$ cat config.mk
export PLATFORM = sky130hd
export DESIGN_NAME = oam_dma_ctrl_flat
export DESIGN_NICKNAME = d
export VERILOG_FILES = /design/src/rtl/oam_dma_if.sv /design/src/rtl/oam_dma_ctrl.sv /design/src/flat_wrapper.sv
export SDC_FILE = /design/constraint.sdc
export NUM_CORES = 1
export LEC_CHECK = 0
export BUFFER_PORTS_ARGS = -buffer_cell sky130_fd_sc_hd__buf_2
export CAP_MARGIN = 40
export CELL_PAD_IN_SITES_DETAIL_PLACEMENT = 1
export CELL_PAD_IN_SITES_GLOBAL_PLACEMENT = 1
export CORE_MARGIN = 2
export CORE_UTILIZATION = 34
export CTS_CLUSTER_SIZE = 8
export DETAILED_ROUTE_END_ITERATION = 6
export GPL_ROUTABILITY_DRIVEN = 0
export HOLD_SLACK_MARGIN = 0.02
export PLACE_DENSITY = 0.84
export SYNTH_ARGS = -nofsm -noshare
export SYNTH_HDL_FRONTEND = slang
export SYNTH_SLANG_ARGS = --single-unit
$ cat constraint.sdc
create_clock -name clk -period 3.1 [get_ports clk]
set_clock_uncertainty 0.1 [all_clocks]
set_input_delay 0.31 -clock clk [delete_from_list [all_inputs] [get_ports clk]]
set_output_delay 0.31 -clock clk [all_outputs]
set_load 0.03 [all_outputs]
$ cat src/rtl/oam_dma_if.sv
// Bundle of the CPU register strobe, RAM bus and OAM write port used by the
// sprite-attribute DMA engine. master = DMA engine, slave = surrounding system.
interface oam_dma_if;
    logic        reg_we;
    logic [7:0]  reg_wdata;
    logic        cpu_rdy;
    logic        bus_grant;
    logic        dma_busy;
    logic        done;
    logic [15:0] bus_addr;
    logic        bus_cs_n;
    logic        bus_rw_n;
    logic [7:0]  bus_data_in;
    logic [7:0]  oam_addr;
    logic [7:0]  oam_wdata;
    logic        oam_we;

    modport master (
        input  reg_we, reg_wdata, bus_data_in,
        output cpu_rdy, bus_grant, dma_busy, done,
               bus_addr, bus_cs_n, bus_rw_n,
               oam_addr, oam_wdata, oam_we
    );

    modport slave (
        output reg_we, reg_wdata, bus_data_in,
        input  cpu_rdy, bus_grant, dma_busy, done,
               bus_addr, bus_cs_n, bus_rw_n,
               oam_addr, oam_wdata, oam_we
    );
endinterface

$ cat src/rtl/oam_dma_ctrl.sv
// Sprite-attribute DMA: halts the CPU, copies XFER_LEN bytes from page {page,8'h00}
// of system RAM into PPU OAM, then hands the bus back.
module oam_dma_ctrl #(
    parameter int XFER_LEN  = 256,
    parameter bit ALIGN_ODD = 1'b1
) (
    input  logic       clk,
    input  logic       rst,
    oam_dma_if.master  dma
);

    localparam logic [7:0] LAST_IDX = 8'(XFER_LEN - 1);

    typedef enum logic [2:0] {
        ST_IDLE  = 3'd0,
        ST_HALT  = 3'd1,
        ST_ALIGN = 3'd2,
        ST_READ  = 3'd3,
        ST_WRITE = 3'd4
    } state_t;

    state_t     state_r;
    state_t     state_nxt_s;
    logic [7:0] page_r;
    logic [7:0] page_nxt_s;
    logic [7:0] idx_r;
    logic [7:0] idx_nxt_s;
    logic       par_r;
    logic       cpu_rdy_r;
    logic       bus_cs_n_r;
    logic       oam_we_r;
    logic       done_r;

    // Next-state decode; reg_we is only honoured in IDLE so a transfer can never restart.
    always_comb begin
        state_nxt_s = state_r;
        page_nxt_s  = page_r;
        idx_nxt_s   = idx_r;
        case (state_r)
            ST_IDLE: begin
                if (dma.reg_we) begin
                    page_nxt_s  = dma.reg_wdata;
                    idx_nxt_s   = 8'd0;
                    state_nxt_s = ST_HALT;
                end else begin
                    state_nxt_s = ST_IDLE;
                end
            end
            ST_HALT: begin
                if (ALIGN_ODD && par_r) begin
                    state_nxt_s = ST_ALIGN;
                end else begin
                    state_nxt_s = ST_READ;
                end
            end
            ST_ALIGN: state_nxt_s = ST_READ;
            ST_READ:  state_nxt_s = ST_WRITE;
            ST_WRITE: begin
                if (idx_r == LAST_IDX) begin
                    state_nxt_s = ST_IDLE;
                end else begin
                    idx_nxt_s   = idx_r + 8'd1;
                    state_nxt_s = ST_READ;
                end
            end
            default: state_nxt_s = ST_IDLE;
        endcase
    end

    // State, address counters and registered outputs decoded from the next state.
    always_ff @(posedge clk) begin
        if (rst) begin
            state_r    <= ST_IDLE;
            page_r     <= 8'd0;
            idx_r      <= 8'd0;
            par_r      <= 1'b0;
            cpu_rdy_r  <= 1'b1;
            bus_cs_n_r <= 1'b1;
            oam_we_r   <= 1'b0;
            done_r     <= 1'b0;
        end else begin
            state_r    <= state_nxt_s;
            page_r     <= page_nxt_s;
            idx_r      <= idx_nxt_s;
            par_r      <= ~par_r;
            cpu_rdy_r  <= (state_nxt_s == ST_IDLE);
            // RAM select is held through WRITE so the read data stays on the bus.
            bus_cs_n_r <= !((state_nxt_s == ST_READ) || (state_nxt_s == ST_WRITE));
            oam_we_r   <= (state_nxt_s == ST_WRITE);
            done_r     <= (state_r == ST_WRITE) && (state_nxt_s == ST_IDLE);
        end
    end

    assign dma.cpu_rdy   = cpu_rdy_r;
    assign dma.bus_grant = ~cpu_rdy_r;
    assign dma.dma_busy  = ~cpu_rdy_r;
    assign dma.done      = done_r;
    assign dma.bus_addr  = {page_r, idx_r};
    assign dma.bus_cs_n  = bus_cs_n_r;
    assign dma.bus_rw_n  = 1'b1;
    assign dma.oam_addr  = idx_r;
    assign dma.oam_wdata = dma.bus_data_in;
    assign dma.oam_we    = oam_we_r;

endmodule
$ cat src/flat_wrapper.sv
// flat-port wrapper written by rule: the top's interface ports become plain ports
module oam_dma_ctrl_flat 
#(
    parameter int XFER_LEN  = 256,
    parameter bit ALIGN_ODD = 1'b1
)
  (clk, rst, dma_reg_we, dma_reg_wdata, dma_bus_data_in, dma_cpu_rdy, dma_bus_grant, dma_dma_busy, dma_done, dma_bus_addr, dma_bus_cs_n, dma_bus_rw_n, dma_oam_addr, dma_oam_wdata, dma_oam_we);
  oam_dma_if dma_i ();
  input  logic clk;
  input  logic rst;
  input wire logic [$bits(dma_i.reg_we)-1:0] dma_reg_we;
  input wire logic [$bits(dma_i.reg_wdata)-1:0] dma_reg_wdata;
  input wire logic [$bits(dma_i.bus_data_in)-1:0] dma_bus_data_in;
  output wire logic [$bits(dma_i.cpu_rdy)-1:0] dma_cpu_rdy;
  output wire logic [$bits(dma_i.bus_grant)-1:0] dma_bus_grant;
  output wire logic [$bits(dma_i.dma_busy)-1:0] dma_dma_busy;
  output wire logic [$bits(dma_i.done)-1:0] dma_done;
  output wire logic [$bits(dma_i.bus_addr)-1:0] dma_bus_addr;
  output wire logic [$bits(dma_i.bus_cs_n)-1:0] dma_bus_cs_n;
  output wire logic [$bits(dma_i.bus_rw_n)-1:0] dma_bus_rw_n;
  output wire logic [$bits(dma_i.oam_addr)-1:0] dma_oam_addr;
  output wire logic [$bits(dma_i.oam_wdata)-1:0] dma_oam_wdata;
  output wire logic [$bits(dma_i.oam_we)-1:0] dma_oam_we;
  assign dma_i.reg_we = dma_reg_we;
  assign dma_i.reg_wdata = dma_reg_wdata;
  assign dma_i.bus_data_in = dma_bus_data_in;
  assign dma_cpu_rdy = dma_i.cpu_rdy;
  assign dma_bus_grant = dma_i.bus_grant;
  assign dma_dma_busy = dma_i.dma_busy;
  assign dma_done = dma_i.done;
  assign dma_bus_addr = dma_i.bus_addr;
  assign dma_bus_cs_n = dma_i.bus_cs_n;
  assign dma_bus_rw_n = dma_i.bus_rw_n;
  assign dma_oam_addr = dma_i.oam_addr;
  assign dma_oam_wdata = dma_i.oam_wdata;
  assign dma_oam_we = dma_i.oam_we;
  oam_dma_ctrl #(.XFER_LEN(XFER_LEN), .ALIGN_ODD(ALIGN_ODD)) u_core (.clk(clk), .rst(rst), .dma(dma_i));
endmodule
# Word level (Yosys, flattened, before mapping)

Cells that the tools add are included.

Register bits after elaboration: 24
Input bits: 19
Output and inout bits: 39
Logic and storage cells: 35

Add/sub/neg operators: 1
Equality and inequality tests: 9
Multiplexer cells: 7
Bitwise gates (word level): 2
Reductions and logical operators: 8

Operator list:

| kind                  | count |
|---|---|
| $mux W8               | 2 |
| $pmux W8 S2           | 1 |
| $pmux W3 S5           | 1 |
| $eq A3 B2 Y1 const B  | 3 |
| $add A8 B1 Y8 const B | 1 |
| $eq A8 B8 Y1 const B  | 1 |
| $eq A3 B3 Y1 const B  | 2 |
| $logic_not A3 Y1      | 2 |
| $ne A2 B2 Y1 const B  | 2 |
| $eq A3 B1 Y1 const B  | 1 |
| $reduce_and A3 Y1     | 1 |
| $mux W1               | 2 |
| $mux W2               | 1 |
| $not A1 Y1            | 2 |
| $reduce_and A2 Y1     | 1 |
| $reduce_bool A2 Y1    | 1 |
| $logic_and A1 B1 Y1   | 1 |
| $logic_not A1 Y1      | 1 |
| $logic_or A1 B1 Y1    | 1 |

# Logic depth before layout (Yosys ltp)

Depth in word-level cells: 6
Gate-level depth with buffers: 5

# Worst setup path before layout

No wires, ideal clock.

Path kind: flip-flop to flip-flop
Start point: register u_core.idx_r[0] (netlist: u_core.dma.oam_addr[0])
End point: register u_core.idx_r[0] (netlist: u_core.dma.oam_addr[0])
Setup time: 0.121 ns
Arrival time: 1.765 ns
Data required time: 2.879 ns
Path slack: 1.114 ns
Stages on the path, launching flop included: 6
Path buffers: 1
Period minus slack after synthesis: 1.986 ns
Path through: dfxtp_1 -> ha_1 -> buf_2 -> nand4_1 -> o21ai_1 -> mux2_2

Longest elaborated chain between the ends: 3
Elaborated cells between the ends (all ways): 6
Classes of those cells: add/sub: 1; eq/ne: 2; mux: 2; reduce/logical: 1

Ends and longest elaborated chain:

| what                                                    | line                                   | RTL |
|---|---|---|
| from (decl)                                             | oam_dma_ctrl.sv:26                     | `logic [7:0] idx_r;` |
| from (signal assigned)                                  | oam_dma_ctrl.sv:84                     | `idx_r <= idx_nxt_s;` |
| $add A8 B1 Y8 / $eq A8 B8 Y1 (equally long branches)    | oam_dma_ctrl.sv:62, oam_dma_ctrl.sv:59 |  |
| $mux W8 / $ne A2 B2 Y1 (equally long branches)          | -                                      |  |
| $pmux W8 S2 / $reduce_and A3 Y1 (equally long branches) | -                                      |  |

Several ways; a longest one is shown, not always the timed one. The select of a mux whose other input is x is not followed.
A chain may end at the register's enable or synchronous reset.

# Worst setup path in the final report

Ends and elaborated chain as after synthesis.

==> results.cfg <==
[yosys]
yosysTopAreaCell = dfxtp_1
yosys_warnings = 0
synth_area_leaders = dfxtp_1 (40%), buf_4 (11%), nand2_1 (6.9%)
syn_avg_cell_area_sq_um = 8.44
yosys_most_used_dff = dfxtp_1
synthCells = 141
yosysSeqAreaShare = 0.404
synth_top_area_share = 0.404
synth-edff-count = 0
netlist_area_sq_mm = 0.00119
synthTopCellsByCount = dfxtp_1 (24), nand2_1 (22), buf_4 (18)
ys_types = 35
synth_seq_cells = 24
synth_nets = 161
post-synth-top-count-cell = dfxtp_1
synthArstFlopShare = 0

[sta]
setup-violations-final = 0
setup_slack_ps = 1040
relSlewSlack = 0.490
worstMarginPinSlew_ps = 763
hold_viol = 0
fin_setup_tns_ps = 0
post-route-period-util = 0.666
drv_slew = 0
rsz0062_at_grt = no
maxClockFrequency_ghz = 0.485
finalWorstPathRequiredPeriod_ps = 2060
hold_ws_ps = 112

[detailed_routing]
drt_iter0_drc = 37
antenna_left = 0
drtPass1Iterations = 3
drc = 0
routedWlPerCell_um = 14.2
via_per_inst = 5.02
routed_wl_um = 2900
vias = 1029

[die]
design.die.area_sq_mm = 0.00399
ioPinCount = 58
fp-row-count = 21
core_sq_mm = 0.00334
die_y_um = 63.2
start_util = 0.357
die_width_um = 63.2

[setup_path]
critPathCaptureType = flip-flop
crit_path_end = u_core.dma.oam_addr[0]$_SDFFE_PP0P_
startpoint = u_core.dma.oam_addr[0]$_SDFFE_PP0P_
reg2reg_depth = 4
crit_required_ps = 3230
startpoint_type = flip-flop
r2r_start = u_core.dma.oam_addr[0]$_SDFFE_PP0P_
worst-path-stages = 4
worst-r2r-setup-slack_ps = 1040
slowest_stage = dfxtp_1
cp.buffers_inverters = 0
worstPathArrival_ps = 2190
critPathMaxStageDelay_ps = 480
r2r-end = u_core.dma.oam_addr[0]$_SDFFE_PP0P_
critical_path_class = flip-flop to flip-flop
cp_max_fo = 9
cp_top_family = flip-flops
path_cells = ha_1 > nand4_1 > o21ai_1 > mux2_2

[clock_network]
cts.htree.levels = 1
cts_tree = built
clock_latency_ps = 320
cts_buffers = 3
cts_hold_buf = 0
clk_pin_slew_worst_paths_ps = 130
clock_sink_count = 24
cts_buffer_depth = 2
clock-root-buffer = clkbuf_4
cts_resized = 0
postCtsSetupRepairBufs = 0

[job]
cap_violations = 0

[place]
post-dp-hpwl_um = 2160
pre_cts_ws_ps = 1080
io_buffer_count = 40
dpl_cell_area_sq_mm = 0.00128

[hold_path]
hold_path.class = input port to flip-flop

[power_and_ir_drop]
power.density_mw_per_mm2 = 486
total_power_mw = 0.638
leakagePower_nw = 0.586
ir_worst_vdd_v = 0.000283

[finish]
drive_gt1_frac = 0.308
antenna_cells = 0
area_growth_pct = 10.3
design_area_sq_mm = 0.00131
fin_nets = 180

[global_routing]
grt_pass1_vias = 1034
grt.overflow.total = 0
grt_pass1_wl_um = 4730
track_usage = 0.151
grt_max_degree = 18
grt_antenna_before_repair = 0

[run_status]
status = finished clean
-- where the power goes --
part / switching, mW / internal [mW]
clock: 0.0968 / 0.0719
sequential: 0.0193 / 0.327
combinational: 0.0791 / 0.0443
-- metal layers --
layer / GRT usage / up-vias / part of all wire
met4: 0.0750 / 0 / 0.017
met3: 0.0321 / 7 / 0.052
met2: 0.270 / 34 / 0.50
met5: 0 / - / 0
met1: 0.169 / 482 / 0.43
li1: - / 506 / -
-- cell usage in the layout, fill, tap and decap left out, types with 2 or more instances in the layout --
master and n:
nor2_1 3, inv_1 4, o21ai_0 2, a21o_1 3
dfxtp_1 24, clkbuf_4 3, o21bai_1 2, nor4_1 2
a21oi_1 12, o2111a_1 2, nor3b_1 4, nand4_1 3
nor3_1 6, and3_1 2, nand3_1 5, mux2i_1 2
nand2_1 22, buf_2 40, a31oi_1 2
-- cell type report --
type / instances / area, sq um
sequential: 24 / 480
fill: 434 / 2020
multi-input combinational: 87 / 523
clock buffer: 4 / 36.3
inverter: 4 / 15.0
tap: 46 / 57.6
timing repair buffer: 40 / 200
-- worst min-delay path: stages --
cell and delay (ps):
buf_2 100, nand2_1 50, a21oi_1 50
-- sequential cells by signal (all words and copies together), names as in the netlist --
register	flops
u_core.par_r	1
u_core.state_r	3
u_core.page_r	8
u_core.dma.bus_cs_n	1
u_core.dma.oam_we	1
u_core.dma.oam_addr	8
u_core.dma.done	1
u_core.dma.cpu_rdy	1
-- through the flow --
| step | instances | utilization |
|---|---|---|
| global route | 205 | 0.393 |
| detailed placement | 201 | 0.382 |
| CTS | 205 | 0.393 |
| global placement | 201 | 0.382 |
| finish | 205 | 0.393 |
| floorplan | 141 | - |
-- worst min path at each step --
stage	start	endpoint	slack, ps	cells past startpoint
4_1_cts	dma_reg_wdata[6]	u_core.page_r[6]$_SDFFE_PP0P_	100	3
6_report	dma_reg_wdata[1]	u_core.page_r[1]$_SDFFE_PP0P_	110	3
2_1_floorplan	u_core.par_r$_SDFF_PP0_	u_core.par_r$_SDFF_PP0_	310	1
5_1_grt	dma_reg_wdata[6]	u_core.page_r[6]$_SDFFE_PP0P_	100	3
3_3_place_gp	u_core.par_r$_SDFF_PP0_	u_core.par_r$_SDFF_PP0_	330	1
3_5_place_dp	u_core.par_r$_SDFF_PP0_	u_core.par_r$_SDFF_PP0_	350	1
-- cells by family (layout without fill, tap and decap cells) --
family / after synthesis / count (layout) / synth area share
AND/OR/NAND/NOR: 56 / 56 / 0.262
other: 1 / 1 / 0.00315
buffers and inverters: 30 / 48 / 0.157
multiplexers: 3 / 3 / 0.0263
AO/OA/AOI/OAI: 26 / 26 / 0.138
flip-flops: 24 / 24 / 0.404
adder cells (fa/ha/maj): 1 / 1 / 0.0105
Power figures use the tool's default switching activity.
